$ cat src/rtl/led_pattern_sequencer_pkg.sv
// Shared definitions for the rotating-pattern LED sequencer.
package led_pattern_sequencer_pkg;

  // Run-control state encoding.
  typedef enum logic [1:0] {
    S_IDLE  = 2'd0,
    S_RUN   = 2'd1,
    S_PAUSE = 2'd2
  } state_t;

  // Board configuration: 3 channels of 10-bit patterns, 8-bit prescaler.
  localparam int LSEQ_NUM_CH = 3;
  localparam int LSEQ_PAT_W  = 10;
  localparam int LSEQ_DIV_W  = 8;

  // Power-up patterns; channel i occupies bits [i*10 +: 10].
  localparam logic [LSEQ_NUM_CH*LSEQ_PAT_W-1:0] LSEQ_DEFAULT_PAT =
    {10'b1010101000, 10'b0110101100, 10'b0010011110};

endpackage

$ cat src/rtl/led_pattern_sequencer_step_tick_gen.sv
// Step prescaler: emits a one-cycle tick every div+1 enabled cycles.
// The count holds while en is low so a paused run resumes where it stopped.
module led_pattern_sequencer_step_tick_gen #(
  parameter int DIV_W = 8
) (
  input  logic             clk,
  input  logic             reset,
  input  logic             i_en,
  input  logic             i_clr,
  input  logic [DIV_W-1:0] i_div,
  output logic             o_tick
);

  logic [DIV_W-1:0] r_cnt;

  assign o_tick = i_en && (r_cnt == i_div);

  // Count 0..div while enabled, restarting from zero after each tick or on clear.
  always_ff @(posedge clk) begin
    if (reset || i_clr) begin
      r_cnt <= '0;
    end else if (i_en) begin
      r_cnt <= o_tick ? '0 : r_cnt + DIV_W'(1);
    end
  end

endmodule

$ cat src/rtl/led_pattern_sequencer.sv
// Rotating-pattern LED sequencer: a cfg bank written through a valid/ready
// port, a work bank that rotates one bit per step, and a start/stop/pause FSM.
module led_pattern_sequencer
  import led_pattern_sequencer_pkg::*;
#(
  parameter int                          NUM_CH      = LSEQ_NUM_CH,
  parameter int                          PAT_W       = LSEQ_PAT_W,
  parameter int                          DIV_W       = LSEQ_DIV_W,
  parameter logic [NUM_CH*PAT_W-1:0]     DEFAULT_PAT = LSEQ_DEFAULT_PAT,
  localparam int                         CH_W        = $clog2(NUM_CH),
  localparam int                         STEP_W      = $clog2(PAT_W)
) (
  input  logic              clk,
  input  logic              reset,
  input  logic              i_start,
  input  logic              i_stop,
  input  logic              i_pause,
  input  logic              i_oneshot,
  input  logic              i_dir,
  input  logic [DIV_W-1:0]  i_div,
  input  logic              i_cfg_valid,
  output logic              o_cfg_ready,
  input  logic [CH_W-1:0]   i_cfg_ch,
  input  logic [PAT_W-1:0]  i_cfg_pat,
  output logic [NUM_CH-1:0] o_led,
  output logic              o_busy,
  output logic              o_done,
  output logic [STEP_W-1:0] o_step_idx,
  output state_t            o_dbg_state
);

  state_t              r_state;
  logic [DIV_W-1:0]    r_div;
  logic                r_dir;
  logic                r_oneshot;
  logic [NUM_CH-1:0]   r_led;
  logic                r_done;
  logic [STEP_W-1:0]   r_step_idx;

  logic                w_start_acc;
  logic                w_cfg_we;
  logic                w_tick_en;
  logic                w_tick;
  logic [NUM_CH-1:0]   w_led_next;

  // Config handshake: a write transfers on any edge where i_cfg_valid and
  // o_cfg_ready are both high; ready is high only while IDLE, and the master
  // holds valid/ch/pat stable until the transfer. Out-of-range channel writes
  // transfer but update no channel.
  assign o_cfg_ready = (r_state == S_IDLE);
  assign w_cfg_we    = i_cfg_valid && o_cfg_ready;

  // stop and pause both outrank start.
  assign w_start_acc = (r_state == S_IDLE) && i_start && !i_stop && !i_pause;
  assign w_tick_en   = (r_state == S_RUN) && !i_stop && !i_pause;

  led_pattern_sequencer_step_tick_gen #(
    .DIV_W (DIV_W)
  ) u_tick_gen (
    .clk    (clk),
    .reset  (reset),
    .i_en   (w_tick_en),
    .i_clr  (w_start_acc),
    .i_div  (r_div),
    .o_tick (w_tick)
  );

  for (genvar g = 0; g < NUM_CH; g++) begin : g_ch
    logic [PAT_W-1:0] r_cfg;
    logic [PAT_W-1:0] r_work;
    logic             w_hit;

    assign w_hit         = w_cfg_we && (i_cfg_ch == CH_W'(g));
    assign w_led_next[g] = r_dir ? r_work[PAT_W-1] : r_work[0];

    // Config bank: updated only by an accepted write addressed to this channel.
    always_ff @(posedge clk) begin
      if (reset) begin
        r_cfg <= DEFAULT_PAT[g*PAT_W +: PAT_W];
      end else if (w_hit) begin
        r_cfg <= i_cfg_pat;
      end
    end

    // Work bank: loaded at start (seeing a same-edge write), rotated on each tick.
    always_ff @(posedge clk) begin
      if (reset) begin
        r_work <= DEFAULT_PAT[g*PAT_W +: PAT_W];
      end else if (w_start_acc) begin
        r_work <= w_hit ? i_cfg_pat : r_cfg;
      end else if (w_tick) begin
        r_work <= r_dir ? {r_work[PAT_W-2:0], r_work[PAT_W-1]}
                        : {r_work[0], r_work[PAT_W-1:1]};
      end
    end
  end

  // Run-control FSM with registered led, step index and done pulse.
  always_ff @(posedge clk) begin
    if (reset) begin
      r_state    <= S_IDLE;
      r_div      <= '0;
      r_dir      <= 1'b0;
      r_oneshot  <= 1'b0;
      r_led      <= '0;
      r_done     <= 1'b0;
      r_step_idx <= '0;
    end else begin
      r_done <= 1'b0;
      case (r_state)
        S_IDLE: begin
          if (w_start_acc) begin
            r_state    <= S_RUN;
            r_div      <= i_div;
            r_dir      <= i_dir;
            r_oneshot  <= i_oneshot;
            r_step_idx <= '0;
          end
        end
        S_RUN: begin
          if (i_stop) begin
            r_state    <= S_IDLE;
            r_led      <= '0;
            r_step_idx <= '0;
          end else if (i_pause) begin
            r_state <= S_PAUSE;
          end else if (w_tick) begin
            r_led <= w_led_next;
            if (r_step_idx == STEP_W'(PAT_W - 1)) begin
              r_step_idx <= '0;
              if (r_oneshot) begin
                r_state <= S_IDLE;
                r_done  <= 1'b1;
              end
            end else begin
              r_step_idx <= r_step_idx + STEP_W'(1);
            end
          end
        end
        S_PAUSE: begin
          if (i_stop) begin
            r_state    <= S_IDLE;
            r_led      <= '0;
            r_step_idx <= '0;
          end else if (!i_pause) begin
            r_state <= S_RUN;
          end
        end
        default: r_state <= S_IDLE;
      endcase
    end
  end

  assign o_led       = r_led;
  assign o_busy      = (r_state == S_RUN) || (r_state == S_PAUSE);
  assign o_done      = r_done;
  assign o_step_idx  = r_step_idx;
  assign o_dbg_state = r_state;

endmodule

$ cat config.mk
export PLATFORM = sky130hd
export DESIGN_NAME = led_pattern_sequencer
export DESIGN_NICKNAME = d
export VERILOG_FILES = /design/src/rtl/led_pattern_sequencer_pkg.sv /design/src/rtl/led_pattern_sequencer_step_tick_gen.sv /design/src/rtl/led_pattern_sequencer.sv
export SDC_FILE = /design/constraint.sdc
export NUM_CORES = 1
export LEC_CHECK = 0
export BUFFER_PORTS_ARGS = -buffer_cell sky130_fd_sc_hd__buf_2
export CAP_MARGIN = 25
export CORE_MARGIN = 1.5
export CORE_UTILIZATION = 40
export DETAILED_ROUTE_END_ITERATION = 12
export SLEW_MARGIN = 15
export SYNTH_ARGS = -nofsm -noshare
export SYNTH_HDL_FRONTEND = slang
export SYNTH_SLANG_ARGS = --single-unit
$ cat constraint.sdc
create_clock -name clk -period 3.37 [get_ports clk]
set_clock_uncertainty 0.05 [all_clocks]
set_input_delay 0 -clock clk [delete_from_list [all_inputs] [get_ports clk]]
set_output_delay 0 -clock clk [all_outputs]
set_load 0.005 [all_outputs]
==> results of run 1 <==
==> routing by layer <==
layer / GRT usage, % / vias to the layer above
li1: - / 1742
met1: 25.4 / 1665
met2: 30.8 / 86
met3: 4.72 / 11
met4: 5.21 / 0
met5: 0 / -
==> kinds of logic (layout without fill, tap and decap cells) <==
| family | count (synthesis) | count (layout) |
|---|---|---|
| and+or+nand+nor | 177 | 177 |
| xor gates and xnor gates | 15 | 15 |
| AOI/OAI and AO/OA | 65 | 65 |
| DFF | 88 | 88 |
| muxes | 73 | 73 |
| buffers and inverters | 38 | 91 |
| adders and majority gates | 7 | 7 |
==> per-stage QoR <==
| step | hold slack (ns) | std cells | power, mW | cell area (um2) |
|---|---|---|---|---|
| finish | 0.0436 | 652 | 2.49 | 5000 |
| global route | 0.0741 | 652 | 2.62 | 5000 |
| detailed placement | 0.204 | 615 | 1.64 | 4550 |
| CTS | 0.0345 | 652 | 2.52 | 5000 |
| floorplan | 0.0860 | 463 | 1.52 | 4270 |
| global placement | 0.194 | 615 | 1.63 | 4550 |
==> worst max-delay path, stage by stage (launching register included) <==
cell,delay (ns)
dfxtp_1,0.34
inv_1,0.11
ha_1,0.37
nand4b_1,0.68
mux2i_1,0.51
o221ai_1,0.16
==> cell usage in the layout, fill, tap and decap left out, types with 9 or more instances in the layout <==
cell | synthesis | layout
nand3_1 | 18 | 17
dfxtp_1 | 88 | 88
mux2i_1 | 47 | 47
o221ai_1 | 15 | 15
buf_2 | 7 | 39
nand4_1 | 14 | 14
mux2_2 | 25 | 25
clkbuf_8 | 0 | 11
buf_4 | 0 | 10
nor2_1 | 54 | 54
xnor2_1 | 9 | 9
nand2_1 | 57 | 57
dlygate4sd3_1 | 0 | 21
o21ai_1 | 11 | 11
a21oi_1 | 17 | 17
==> layout make-up <==
type	instances	share of cell area (%)
clock inverters	5	1.73
well taps	136	3.40
flip-flops and latches	88	35.2
clock buffers	11	3.03
repair buffers	70	9.61
multi-input cells	337	46.6
inverters	5	0.375
==> power by group through the flow <==
stage	Sequential, mW	Combinational, mW	Clock [mW]
CTS	1.16	0.480	0.875
global route	1.17	0.529	0.922
detailed placement	1.19	0.459	0
floorplan	1.17	0.352	0
finish	1.16	0.480	0.849
global placement	1.18	0.450	0
==> sequential cells by signal, summed over array words and instances (netlist names), 2 cells and up <==
name	count
o_led	3
g_ch.r_cfg	30
o_step_idx	4
r_div	8
g_ch.r_work	30
o_dbg_state	2
u_tick_gen.r_cnt	8
==> how the worst max path moves through the flow <==
stage,to,slack (ns),startpoint
finish,g_ch[2].r_work[1],1.02,o_dbg_state[0]
global route,g_ch[2].r_work[5],0.81,o_dbg_state[0]
CTS,g_ch[1].r_work[7],1.02,o_dbg_state[0]
detailed placement,g_ch[2].r_work[3],1.05,o_dbg_state[0]
global placement,g_ch[2].r_work[3],1.08,o_dbg_state[0]
floorplan,g_ch[0].r_work[1],1.33,o_dbg_state[0]
==> metrics.cfg, run 1 <==
[status]
status=complete, no violations

[place]
portBuffers=39
dp_hpwl_um=7070
place_ws_ns=1.05
place.gp.congestion=0.897

[worst_setup_path]
reg2reg_depth=5
crit_arrival_ns=2.52
r2r-start=o_dbg_state[0]
cp-end-kind=flip-flop
cp_max_fo=10
r2r_slack_ns=1.02
path_class=flip-flop to flip-flop
crit_required_ns=3.54
reg2reg_to=g_ch[2].r_work[1]
start_kind=flip-flop

[clock_tree]
clock_sinks=88
clock_latency_ns=0.36
cts-root-buf=clkbuf_8
cts_setup_buffers=0
cts_made_buffers=9
ctsResizeCount=0
path_clk_slew_ns=0.09
cts-htree-levels=3
clk_path_buf_depth=2
hold_buffers=21
cts_tree=yes

[pwr]
powerDensity_mw_per_mm2=498
clockPowerShare_pct=34.1
switching_share_pct=28.3
p_int_mw=1.79
p_sw_uw=704
power_leakage_nw=1.97
seqPwrFrac_pct=46.6
ir_drop_v=0.000258
p_comb_share_pct=19.3

[synth]
syn_area_mm2=0.00427
synthesis.nets=498
synth.top_cell.area_share_pct=41.2
synth_top_family_by_area=simple AND/OR/NAND/NOR gates
synth_area_per_cell_um2=9.23
synth_adder_area_share_pct=2.05
synth-warning-count=0
yosysTopAreaCell=dfxtp_1
synth.mux.area_fraction_pct=17.9
yosysMostFrequentCell=dfxtp_1
synthFlopType=dfxtp_1
synthTopCellsByArea=dfxtp_1, mux2i_1, mux2_2
synth-simple-area-share_pct=20.3
ys_types=48
synth_cells=463
synthTopCellsByCount=dfxtp_1, nand2_1, nor2_1, mux2i_1, mux2_2
ys_seq_area_share_pct=41.2
synth-async-reset-ratio_pct=0
synth_xor_area_share_pct=3.25
synth_edf_count=0
synth_compound_area_share_pct=10.8
ys_ff_latch=88

[run]
drv.max_cap_violation_count=0

[detailed_routing]
wl_met3_um=515
wl_um=10400
dr.max_layer_used=met4
wl_met2_um=4940
m1WireLength_um=4770
vias=3504
final_antenna_net_count=0
drc=0
first_iter_violations=235
drt-pass1-iter-count=4
wire_per_inst_um=15.9
avgViaCountPerCell=5.37

[die]
initial_utilization_pct=41.4
top_level_ports=40
die_area_mm2=0.0113
die_w_um=106
die_h_um=106
coreArea_mm2=0.0103
num_rows=37

[timing]
setup_viol=0
finalCritPeriodShare_pct=69.8
post-route-min-period_ns=2.35
timing.setup.tns_ns=0
max-slew-margin-rel_pct=46.9
worst_pin_slew_ns=0.792
fin_ws_ns=1.02
max_clock_freq_ghz=0.425
slew_viol_final=0
hold_viol_final=0
rsz0062_at_grt=no

[finish]
post-route-util_pct=48.4
antenna_cells=0
regArea_mm2=0.00176
area_growth_pct=17.0
fin_nets=546
multi_input_area_mm2=0.00233
drive_gt1_share_pct=20.3
num-fill-cells=950

[global_route]
overflow=0
grt_pass1_vias=3380
grt_usage_pct=19.1
grt_max_degree=50
antenna_found_initial=0
grt_pass1_wl_um=17100

[worst_hold_path]
min_to=u_tick_gen.r_cnt[1]
hold_class=input pin to flip-flop
min_from=i_stop
whs_path_depth=4

Note: power is estimated with default switching activity, not from simulation.
==> inputs of run 2 (changes only) <==
Clock period 3.37 ns to 2.4 ns, I/O delays scaled along.
==> metrics.cfg, run 2 (synthesis gave the netlist of run 1 again) <==
[detailed_routing]
wire_per_inst_um=16.0  ; +0.49%
final_antenna_net_count=0  ; unchanged
vias=3537  ; +0.94%
drc=0  ; unchanged
drt-pass1-iter-count=4  ; unchanged
avgViaCountPerCell=5.42  ; +0.79%
first_iter_violations=166  ; -29%
wl_um=10500  ; +0.65%

[worst_setup_path]
start_kind=flip-flop
path_class=flip-flop to flip-flop
cp_slowest_stage_delay_ns=0.39  ; -0.29 ns
crit_chain=inv_1 -> ha_1 -> a2111oi_0 -> nor3b_2 -> nor2_1 -> mux2_4
crit_path_top_delay_cell=dfxtp_1
cp-end-kind=flip-flop
timing.critical_path.buf_inv=1  ; unchanged
r2r_slack_ns=0.25  ; -0.77 ns
cp_max_fo=8  ; -2
crit_arrival_ns=2.35  ; -0.17 ns
crit_required_ns=2.60  ; -0.94 ns
critical-path-top-delay-family=simple AND/OR/NAND/NOR gates

[die]
coreArea_mm2=0.0103  ; unchanged
initial_utilization_pct=41.4  ; unchanged
die_h_um=106  ; unchanged
die_w_um=106  ; unchanged
die_area_mm2=0.0113  ; unchanged
num_rows=37  ; unchanged
top_level_ports=40  ; unchanged

[global_route]
overflow=0  ; unchanged
grt_usage_pct=19.2  ; +0.043 points
grt_pass1_vias=3461  ; +2.4%
antenna_found_initial=0  ; unchanged
grt_max_degree=51  ; +2.0%
grt_pass1_wl_um=17100  ; -0.16%

[clock_tree]
clock_latency_ns=0.35  ; about the same
clk_path_buf_depth=2  ; unchanged
path_clk_slew_ns=0.09  ; about the same
ctsResizeCount=0  ; unchanged
cts-htree-levels=3  ; unchanged
cts_setup_buffers=0  ; unchanged
cts_made_buffers=9  ; unchanged
cts-root-buf=clkbuf_8
clock_sinks=88  ; unchanged
cts_tree=yes
hold_buffers=21  ; unchanged

[timing]
timing.setup.tns_ns=0  ; unchanged
hold_viol_final=0  ; unchanged
max-slew-margin-rel_pct=63.5  ; +17 points
fin_ws_ns=0.250  ; -0.769 ns
worst_pin_slew_ns=0.547  ; -0.244 ns
setup_viol=0  ; unchanged
post-route-min-period_ns=2.15  ; -0.201 ns
finalCritPeriodShare_pct=89.6  ; +20 points
max_clock_freq_ghz=0.465  ; +9.4%
slew_viol_final=0  ; unchanged
rsz0062_at_grt=no

[run]
drv.max_cap_violation_count=0  ; unchanged

[place]
dp_hpwl_um=6980  ; -1.4%
portBuffers=39  ; unchanged
place_ws_ns=0.327  ; -0.718 ns
place.gp.congestion=0.848  ; -5.5%
dpl_cell_area_mm2=0.00459  ; +0.71%

[pwr]
ir_drop_v=0.000271  ; +5.0%
power_leakage_nw=1.95  ; -1.2%
power.total_mw=3.29  ; +32%
powerDensity_mw_per_mm2=661  ; +33%

[finish]
drive_gt1_share_pct=20.1  ; -0.23 points
area_growth_pct=16.5
largestRegisters=g_ch.r_cfg x30, g_ch.r_work x30
design_area_mm2=0.00498  ; -0.45%
mostFrequentLayoutCell=dfxtp_1
antenna_cells=0  ; unchanged
fin_nets=547  ; +0.18%
final_cell_mix=dfxtp_1, nand2_1, nor2_1

[status]
status=complete, no violations

[worst_hold_path]
hold_class=input pin to flip-flop

==> run 2: changes by cell type in the layout (fill, tap and decap cells not counted), sizes merged <==
cell      change
buf           +1
bufinv        -2
clkbuf        +2
clkinv        -1
clkinvlp      +2
inv           -1
==> run 2: worst register-to-register path: stages (launching register included) <==
cell and delay (ns):
dfxtp_1 0.39, inv_1 0.10, ha_1 0.31, a2111oi_0 0.39, nor3b_2 0.36, nor2_1 0.14
mux2_4 0.31
==> run 2: final timing paths <==
| kind | startpoint | end | cells after the start |
|---|---|---|---|
| setup / recovery | o_dbg_state[0] | o_step_idx[1] | 6 |
| hold / removal | reset | g_ch[2].r_cfg[9] | 3 |
| setup reg to reg | o_dbg_state[0] | o_step_idx[1] | 6 |
| hold reg to reg | g_ch[0].r_cfg[2] | g_ch[0].r_cfg[2] | 2 |
==> run 2: area by class of cell <==
type                       instances  area (um2)
clock buffer                      13         159
clock inverter                     3        23.8
fill                             953        5350
inverter                           5        18.8
multi-input combinational        337        2330
sequential                        88        1760
tap                              136         170
timing repair buffer              71         513
==> run 2: metal layers <==
| layer | wire length (um) | GRT usage [%] | vias up |
|---|---|---|---|
| met3 | 391 | 3.49 | 22 |
| met4 | 288 | 10.1 | 0 |
| met1 | 5000 | 24.5 | 1694 |
| li1 | - | - | 1742 |
| met2 | 4770 | 30.6 | 79 |
| met5 | 0 | 0 | - |
==> run 2: metrics by stage <==
stage / utilization (%) / hold slack (ns) / std cells
floorplan: - / 0.0860 / 463
global route: 48.2 / 0.0587 / 653
global placement: 44.4 / 0.200 / 616
CTS: 48.2 / 0.0140 / 653
finish: 48.2 / 0.0316 / 653
detailed placement: 44.4 / 0.203 / 616
==> run 2: report_power, final <==
group / switching [mW] / total, mW / leakage (nW) / internal (mW)
clock: 0.534 / 0.972 / 0.0863 / 0.438
combinational: 0.387 / 0.693 / 1.15 / 0.307
sequential: 0.0660 / 1.63 / 0.715 / 1.56
total: 0.987 / 3.29 / 1.95 / 2.30
